`src/rtl/axi_sram_arbiter.sv`:
```
// ---------------------------------------------------------------------------
// axi_sram_arbiter
//   Two-requester AXI-Lite arbiter in front of a single SRAM controller port.
//   Exactly one transaction (read or write, from either requester) is carried
//   to the out_* master port at a time. A round-robin pointer (last_r) breaks
//   ties between requesters; within one requester a write beats a read.
//
// Ports
//   axi_clk, axi_resetn       : clock (rising edge), async active-low reset
//   in0_* / in1_*             : AXI-Lite slave ports for requesters 0 and 1
//                               (aw, w, b, ar, r channels; wstrb is 1 bit)
//   out_*                     : AXI-Lite master port to the SRAM controller
// ---------------------------------------------------------------------------
module axi_sram_arbiter #(
  parameter int AXI_ADDR_WIDTH = 20,
  parameter int AXI_DATA_WIDTH = 16
) (
  input  logic                      axi_clk,
  input  logic                      axi_resetn,
  // requester 0
  input  logic [AXI_ADDR_WIDTH-1:0] in0_awaddr,
  input  logic                      in0_awvalid,
  output logic                      in0_awready,
  input  logic [AXI_DATA_WIDTH-1:0] in0_wdata,
  input  logic                      in0_wstrb,
  input  logic                      in0_wvalid,
  output logic                      in0_wready,
  output logic [1:0]                in0_bresp,
  output logic                      in0_bvalid,
  input  logic                      in0_bready,
  input  logic [AXI_ADDR_WIDTH-1:0] in0_araddr,
  input  logic                      in0_arvalid,
  output logic                      in0_arready,
  output logic [AXI_DATA_WIDTH-1:0] in0_rdata,
  output logic [1:0]                in0_rresp,
  output logic                      in0_rvalid,
  input  logic                      in0_rready,
  // requester 1
  input  logic [AXI_ADDR_WIDTH-1:0] in1_awaddr,
  input  logic                      in1_awvalid,
  output logic                      in1_awready,
  input  logic [AXI_DATA_WIDTH-1:0] in1_wdata,
  input  logic                      in1_wstrb,
  input  logic                      in1_wvalid,
  output logic                      in1_wready,
  output logic [1:0]                in1_bresp,
  output logic                      in1_bvalid,
  input  logic                      in1_bready,
  input  logic [AXI_ADDR_WIDTH-1:0] in1_araddr,
  input  logic                      in1_arvalid,
  output logic                      in1_arready,
  output logic [AXI_DATA_WIDTH-1:0] in1_rdata,
  output logic [1:0]                in1_rresp,
  output logic                      in1_rvalid,
  input  logic                      in1_rready,
  // master port to the SRAM controller
  output logic [AXI_ADDR_WIDTH-1:0] out_awaddr,
  output logic                      out_awvalid,
  input  logic                      out_awready,
  output logic [AXI_DATA_WIDTH-1:0] out_wdata,
  output logic                      out_wstrb,
  output logic                      out_wvalid,
  input  logic                      out_wready,
  input  logic [1:0]                out_bresp,
  input  logic                      out_bvalid,
  output logic                      out_bready,
  output logic [AXI_ADDR_WIDTH-1:0] out_araddr,
  output logic                      out_arvalid,
  input  logic                      out_arready,
  input  logic [AXI_DATA_WIDTH-1:0] out_rdata,
  input  logic [1:0]                out_rresp,
  input  logic                      out_rvalid,
  output logic                      out_rready
);

  typedef enum logic [1:0] {
    ST_IDLE  = 2'd0,
    ST_WRITE = 2'd1,
    ST_READ  = 2'd2
  } state_t;

  state_t state_r;
  logic   grant_r;     // requester currently owning out_*
  logic   last_r;      // requester granted most recently (round-robin pointer)
  logic   aw_done_r;   // aw handshake of the current write already forwarded
  logic   w_done_r;    // w handshake of the current write already forwarded

  logic req0_wr_s, req0_any_s, req1_wr_s, req1_any_s;
  logic pick_s, pick_wr_s;
  logic is_write_s, is_read_s;

  assign req0_wr_s  = in0_awvalid & in0_wvalid;
  assign req1_wr_s  = in1_awvalid & in1_wvalid;
  assign req0_any_s = req0_wr_s | in0_arvalid;
  assign req1_any_s = req1_wr_s | in1_arvalid;
  assign is_write_s = (state_r == ST_WRITE);
  assign is_read_s  = (state_r == ST_READ);

  // Requester choice in IDLE: on a tie the one that was not served last wins.
  always_comb begin
    pick_s = 1'b0;
    if (req0_any_s && req1_any_s) begin
      pick_s = ~last_r;
    end else if (req1_any_s) begin
      pick_s = 1'b1;
    end else begin
      pick_s = 1'b0;
    end
  end

  // A write beats a simultaneous read from the same requester.
  assign pick_wr_s = pick_s ? req1_wr_s : req0_wr_s;

  // Address/data always follow the granted requester, so they match whenever
  // the corresponding out_* valid is high.
  assign out_awaddr = grant_r ? in1_awaddr : in0_awaddr;
  assign out_wdata  = grant_r ? in1_wdata  : in0_wdata;
  assign out_wstrb  = grant_r ? in1_wstrb  : in0_wstrb;
  assign out_araddr = grant_r ? in1_araddr : in0_araddr;

  // Valids toward the SRAM; aw/w are held off once their handshake is done.
  assign out_awvalid = is_write_s & ~aw_done_r & (grant_r ? in1_awvalid : in0_awvalid);
  assign out_wvalid  = is_write_s & ~w_done_r  & (grant_r ? in1_wvalid  : in0_wvalid);
  assign out_bready  = is_write_s & (grant_r ? in1_bready : in0_bready);
  assign out_arvalid = is_read_s  & (grant_r ? in1_arvalid : in0_arvalid);
  assign out_rready  = is_read_s  & (grant_r ? in1_rready  : in0_rready);

  // Return path: only the granted requester ever sees ready/valid.
  assign in0_awready = is_write_s & ~grant_r & ~aw_done_r & out_awready;
  assign in0_wready  = is_write_s & ~grant_r & ~w_done_r  & out_wready;
  assign in0_bvalid  = is_write_s & ~grant_r & out_bvalid;
  assign in0_arready = is_read_s  & ~grant_r & out_arready;
  assign in0_rvalid  = is_read_s  & ~grant_r & out_rvalid;
  assign in1_awready = is_write_s &  grant_r & ~aw_done_r & out_awready;
  assign in1_wready  = is_write_s &  grant_r & ~w_done_r  & out_wready;
  assign in1_bvalid  = is_write_s &  grant_r & out_bvalid;
  assign in1_arready = is_read_s  &  grant_r & out_arready;
  assign in1_rvalid  = is_read_s  &  grant_r & out_rvalid;

  assign in0_bresp = out_bresp;
  assign in1_bresp = out_bresp;
  assign in0_rdata = out_rdata;
  assign in1_rdata = out_rdata;
  assign in0_rresp = out_rresp;
  assign in1_rresp = out_rresp;

  // Arbitration FSM: grant, round-robin pointer and per-channel done flags.
  always_ff @(posedge axi_clk or negedge axi_resetn) begin
    if (!axi_resetn) begin
      state_r   <= ST_IDLE;
      grant_r   <= 1'b0;
      last_r    <= 1'b1;
      aw_done_r <= 1'b0;
      w_done_r  <= 1'b0;
    end else begin
      case (state_r)
        ST_IDLE: begin
          aw_done_r <= 1'b0;
          w_done_r  <= 1'b0;
          if (req0_any_s || req1_any_s) begin
            grant_r <= pick_s;
            last_r  <= pick_s;
            state_r <= pick_wr_s ? ST_WRITE : ST_READ;
          end
        end
        ST_WRITE: begin
          if (out_awvalid && out_awready) begin
            aw_done_r <= 1'b1;
          end
          if (out_wvalid && out_wready) begin
            w_done_r <= 1'b1;
          end
          if (out_bvalid && out_bready) begin
            state_r   <= ST_IDLE;
            aw_done_r <= 1'b0;
            w_done_r  <= 1'b0;
          end
        end
        ST_READ: begin
          if (out_rvalid && out_rready) begin
            state_r <= ST_IDLE;
          end
        end
        default: begin
          state_r   <= ST_IDLE;
          aw_done_r <= 1'b0;
          w_done_r  <= 1'b0;
        end
      endcase
    end
  end

endmodule
```
`config.mk`:
```
export PLATFORM = sky130hd
export DESIGN_NAME = axi_sram_arbiter
export DESIGN_NICKNAME = d
export VERILOG_FILES = /design/src/rtl/axi_sram_arbiter.sv
export SDC_FILE = /design/constraint.sdc
export NUM_CORES = 1
export LEC_CHECK = 0
export CAP_MARGIN = 20
export CORE_AREA = 2 2 103 105
export DETAILED_ROUTE_END_ITERATION = 6
export DIE_AREA = 0 0 105 107
export MAX_ROUTING_LAYER = met4
export SKIP_LAST_GASP = 1
export SYNTH_ARGS = -nofsm -noshare
export SYNTH_HDL_FRONTEND = slang
export SYNTH_SLANG_ARGS = --single-unit
```
`constraint.sdc`:
```
create_clock -name axi_clk -period 1.2 [get_ports axi_clk]
set_input_delay 0.24 -clock axi_clk [delete_from_list [all_inputs] [get_ports axi_clk]]
set_output_delay 0.24 -clock axi_clk [all_outputs]
set_load 0.01 [all_outputs]
```
Yosys cells after proc, flatten, opt, wreduce, memory -nomap -nowiden
Cells that the tools add are included.
- flip-flop bits (word level): 6
- bits of input ports: 151
- output and inout bits: 112
- logic and storage cells: 80
- eq/ne operators: 7
- mux-type cells: 23
- bitwise logic cells: 34
- reduce and logical (&&, ||, !) cells: 11
- operators by type and width (cell ; number):
    two-way mux 20 bit ; 2
    AND 1 bit ; 27
    two-way mux 16 bit ; 1
    two-way mux 1 bit ; 13
    two-way mux 2 bit ; 4
    inequality test 3 x 1 -> 1 bit, second input constant ; 2
    one-hot mux 2 bit (3 select lines) ; 1
    AND reduction 2 bit ; 3
    logical AND 1 bit ; 5
    NOT 1 bit ; 5
    inequality test 2 x 1 -> 1 bit, second input constant ; 2
    one-hot mux 1 bit (2 select lines) ; 2
    AND reduction 3 bit ; 1
    == test 2 x 1 -> 1 bit, second input constant ; 1
    == test 2 bit, second input constant ; 1
    logical NOT 2 bit ; 1
    inequality test 2 bit, second input constant ; 1
    OR 1 bit ; 2
    logical OR 1 bit ; 1

Logic depth before layout (Yosys ltp)
- depth after elaboration: 8
- mapped depth: 6
- mapped depth without buffers: 4

Worst setup path before layout
Ideal clock, no wire load.
- path kind: register to output
- start point: reg grant_r
- end point: out in0_arready
- arrival time: 1.060 ns
- data required time: 0.960 ns
- slack: -0.100 ns
- stages on the path, launching flop included: 5
- buffers on the path: 3
- cells stage by stage: dfrtp_1 > buf_6 > buf_6 > buf_6 > nor3b_1
- longest elaborated chain between the ends: 3
- RTL lines (element ; RTL line ; source):
    start, declared ; 83 ; logic grant_r;
    start signal, assigned ; 161 ; grant_r <= pick_s;
    NOT 1 bit ; 132 ; assign in0_arready = is_read_s & ~grant_r & out_arready;
    AND 1 bit (2 in a row) ; 132 ;
    end, declared ; 33 ; output logic in0_arready,
No other way between the ends.

Worst setup path in the final report
- start point: reg grant_r
- end point: out out_awaddr[12]
- longest elaborated chain between the ends: 1
- RTL lines (element ; RTL line ; source):
    two-way mux 20 bit ; 116 ; assign out_awaddr = grant_r ? in1_awaddr : in0_awaddr;
    end, declared ; 57 ; output logic [AXI_ADDR_WIDTH-1:0] out_awaddr,
No other way between the ends.

==> results.py <==
metrics = {
    "outcome": {
        "status": "finished, violations left",
        "violations": "negative setup slack",
    },
    "critical_path": {
        "worstReg2RegStart": "grant_r$_DFFE_PN0P_",
        "crit_required_ns": 0.96,
        "worstRegToRegCells": 7,
        "cp-start-kind": "register",
        "crit_arrival_ns": 1.49,
        "crit_path_max_fanout": 8,
        "critical_path_class": "reg2out",
        "crit_start": "grant_r$_DFFE_PN0P_",
        "cp-end-kind": "primary output",
    },
    "sta": {
        "setup_slack_ns": -0.534,
        "period_share_pct": 144,
        "fmax_mhz": 577,
        "hold_violations": 0,
        "slew_headroom_pct": 80.4,
        "drv_slew": 0,
        "clock_skew_ns": 0.000686,
        "setup_tns_ns": -34.09,
        "worst_pin_slew_ns": 0.293,
        "rsz0062_at_grt": "true",
        "min_period_ns": 1.73,
        "finalSetupViolations": 76,
    },
    "yosys": {
        "synth_nets": 318,
        "synthCells": 167,
        "synth_seq_cells": 6,
        "yosysTopAreaCellShare_pct": 43.4,
        "netlist_area_um2": 1480,
        "synth.area.top_cells": "mux2_2, buf_4, dfrtp_1, nor2_1, mux2i_1",
        "ys_warn_count": 0,
        "yosysUniqueCellTypes": 24,
        "yosysTopAreaCell": "mux2_2",
        "yosysSeqAreaShare_pct": 10.2,
        "avgSynthCellArea_um2": 8.86,
    },
    "drt": {
        "drc": 0,
        "firstDrtPassIters": 2,
        "routed_wirelength_um": 7840,
        "ant_nets": 0,
        "wl_per_cell_um": 15.9,
        "route.vias.total": 1947,
        "vias_per_cell": 3.94,
        "drtIter0Drc": 50,
    },
    "pwr": {
        "power.share.clock_pct": 4.5,
        "power_frac_seq_pct": 5.2,
        "share_comb_of_total_power_pct": 90.3,
        "power_density_nw_per_um2": 1780,
        "total_power_mw": 7.23,
        "p_leak_nw": 1.81,
        "vdd_drop_max_mv": 0.931,
        "switching_share_pct": 36.3,
        "p_switching_mw": 2.63,
        "p_int_mw": 4.61,
    },
    "finish": {
        "drive_gt1_share_pct": 53.9,
        "final_cell_mix": "clkdlybuf4s50_1, buf_6, mux2_2",
        "final_common_cell": "clkdlybuf4s50_1",
        "diodes": 0,
        "nNetsFinal": 510,
        "fillCellCount": 1021,
        "instances_no_fill": 494,
        "area_delta_synth_final_pct": 176,
    },
    "clock_network": {
        "numCtsBuffers": 3,
        "htree_levels": 1,
        "clk_pin_slew_ns": 0.04,
        "clk_latency_ns": 0.23,
        "clockBufferDepth": 2,
        "cts_sinks": 6,
        "clock-root-buffer": "clkbuf_8",
        "holdBufCountCts": 0,
        "cts_tree": "done",
    },
    "global_route": {
        "antenna_found_initial": 0,
        "grt_busiest_layer": "met2",
        "grt.met2_usage_pct": 20.3,
        "grtUsageMet3_pct": 3.40,
        "grt_util_met1_pct": 15.7,
        "track_usage_pct": 12.6,
        "grt_max_degree": 18,
        "grt_first_pass_wirelength_um": 11000,
        "grt_pass1_vias": 1972,
        "grt_remaining_overflow": 0,
    },
    "place": {
        "dp.cells": 474,
        "routabilityCongestion": 0.748,
        "dpl.hpwl_um": 5840,
        "dp_slack_ns": -0.616,
        "port_buffers": 202,
    },
    "min_path": {
        "worstHoldPathType": "in2async",
    },
    "floorplan": {
        "die_x_um": 105,
        "ioPinCount": 263,
        "fp-row-count": 37,
        "die_area_um2": 11200,
        "core_um2": 10100,
        "die_h_um": 107,
        "start_util_pct": 14.7,
    },
    "job": {
        "cap_violations": 0,
    },
}
routing by layer:
| layer | share of wire (%) | up-vias | routed length (um) |
|---|---|---|---|
| met4 | 0.88 | 0 | 69 |
| met2 | 49 | 107 | 3840 |
| li1 | - | 932 | - |
| met1 | 42 | 902 | 3300 |
| met3 | 8.1 | 6 | 634 |
| met5 | 0 | - | 0 |
worst max-delay path, stage by stage, from the launching register on:
cell,delay [ns]
dfrtp_2,0.40
buf_12,0.15
buf_8,0.13
clkbuf_16,0.16
mux2_4,0.30
buf_6,0.12
stage by stage:
stage | hold slack [ns] | instance area (um^2) | util, %
after global routing | 0.288 | 4080 | 40.4
after detailed placement | 0.480 | 3510 | 34.8
final | 0.264 | 4080 | 40.4
after CTS | 0.272 | 3740 | 37.1
after global placement | 0.480 | 3510 | 34.8
after floorplan | -0.0556 | 1520 | -
cells in the mapped netlist:
cell / instances
a31oi_1: 2
buf_6: 3
nor3_1: 7
o21ai_0: 1
inv_1: 1
mux2i_1: 4
and3_1: 2
dfstp_2: 1
nor2_1: 12
mux2_2: 57
a211o_1: 1
nand2b_1: 3
buf_2: 7
nand2_1: 3
o22ai_1: 1
a21oi_1: 5
nand3b_1: 2
dfrtp_1: 5
buf_4: 40
nor3b_1: 1
mux2i_2: 1
o21a_1: 3
a2bb2oi_1: 1
nor2b_1: 4
power groups by stage:
stage                     registers (mW)  logic (mW)  clock network, mW
after floorplan                    0.336        2.52                  0
after global placement             0.390        4.67                  0
after detailed placement           0.391        4.69                  0
after CTS                          0.369        5.63              0.334
after global routing               0.388        6.88              0.341
final                              0.374        6.53              0.326
cells by family (layout without fill, tap and decap cells):
kind of cell	after synthesis	in the layout	synth area share, %
AO/OA/AOI/OAI	14	14	6.01
buffers and inverters	51	242	25.2
multiplexers	62	62	47.0
AND/OR/NAND/NOR	34	34	11.5
flip-flops	6	6	10.2
cell type report:
class | instances | area [um^2] | area share (%)
clock buffer | 4 | 45.0 | 1.11
inverter | 1 | 3.75 | 0.0921
multi-input combinational | 110 | 1210 | 29.6
sequential | 6 | 154 | 3.78
tap | 136 | 170 | 4.18
timing repair buffer | 237 | 2490 | 61.2
registers in the layout, summed over array words and instances, names as in the netlist:
| register | flops |
|---|---|
| grant_r | 1 |
| aw_done_r | 1 |
| w_done_r | 1 |
| last_r | 1 |
| state_r | 2 |
repair_timing:
action / in CTS / in global routing
resized for setup: 287 / 141
gates cloned: 4 / 2
pin swaps: 6 / 8
hold endpoints to repair: 0 / 0
setup endpoints to repair: 76 / 78
buffers inserted: 11 / 4
path summary, 6_finish.rpt:
| check | slack [ns] | end |
|---|---|---|
| max | -0.53 | out_awaddr[12] |
| min in group axi_clk | 0.48 | in0_bresp[1] |
| min reg2reg | 0.56 | w_done_r$_DFFE_PN0P_ |
| max in group asynchronous | 0.66 | last_r$_DFFE_PN1P_ |
| max reg2reg | -0.28 | state_r[0]$_DFFE_PN0P_ |
| min | 0.26 | state_r[0]$_DFFE_PN0P_ |
Note: power is estimated with default switching activity, not from simulation.
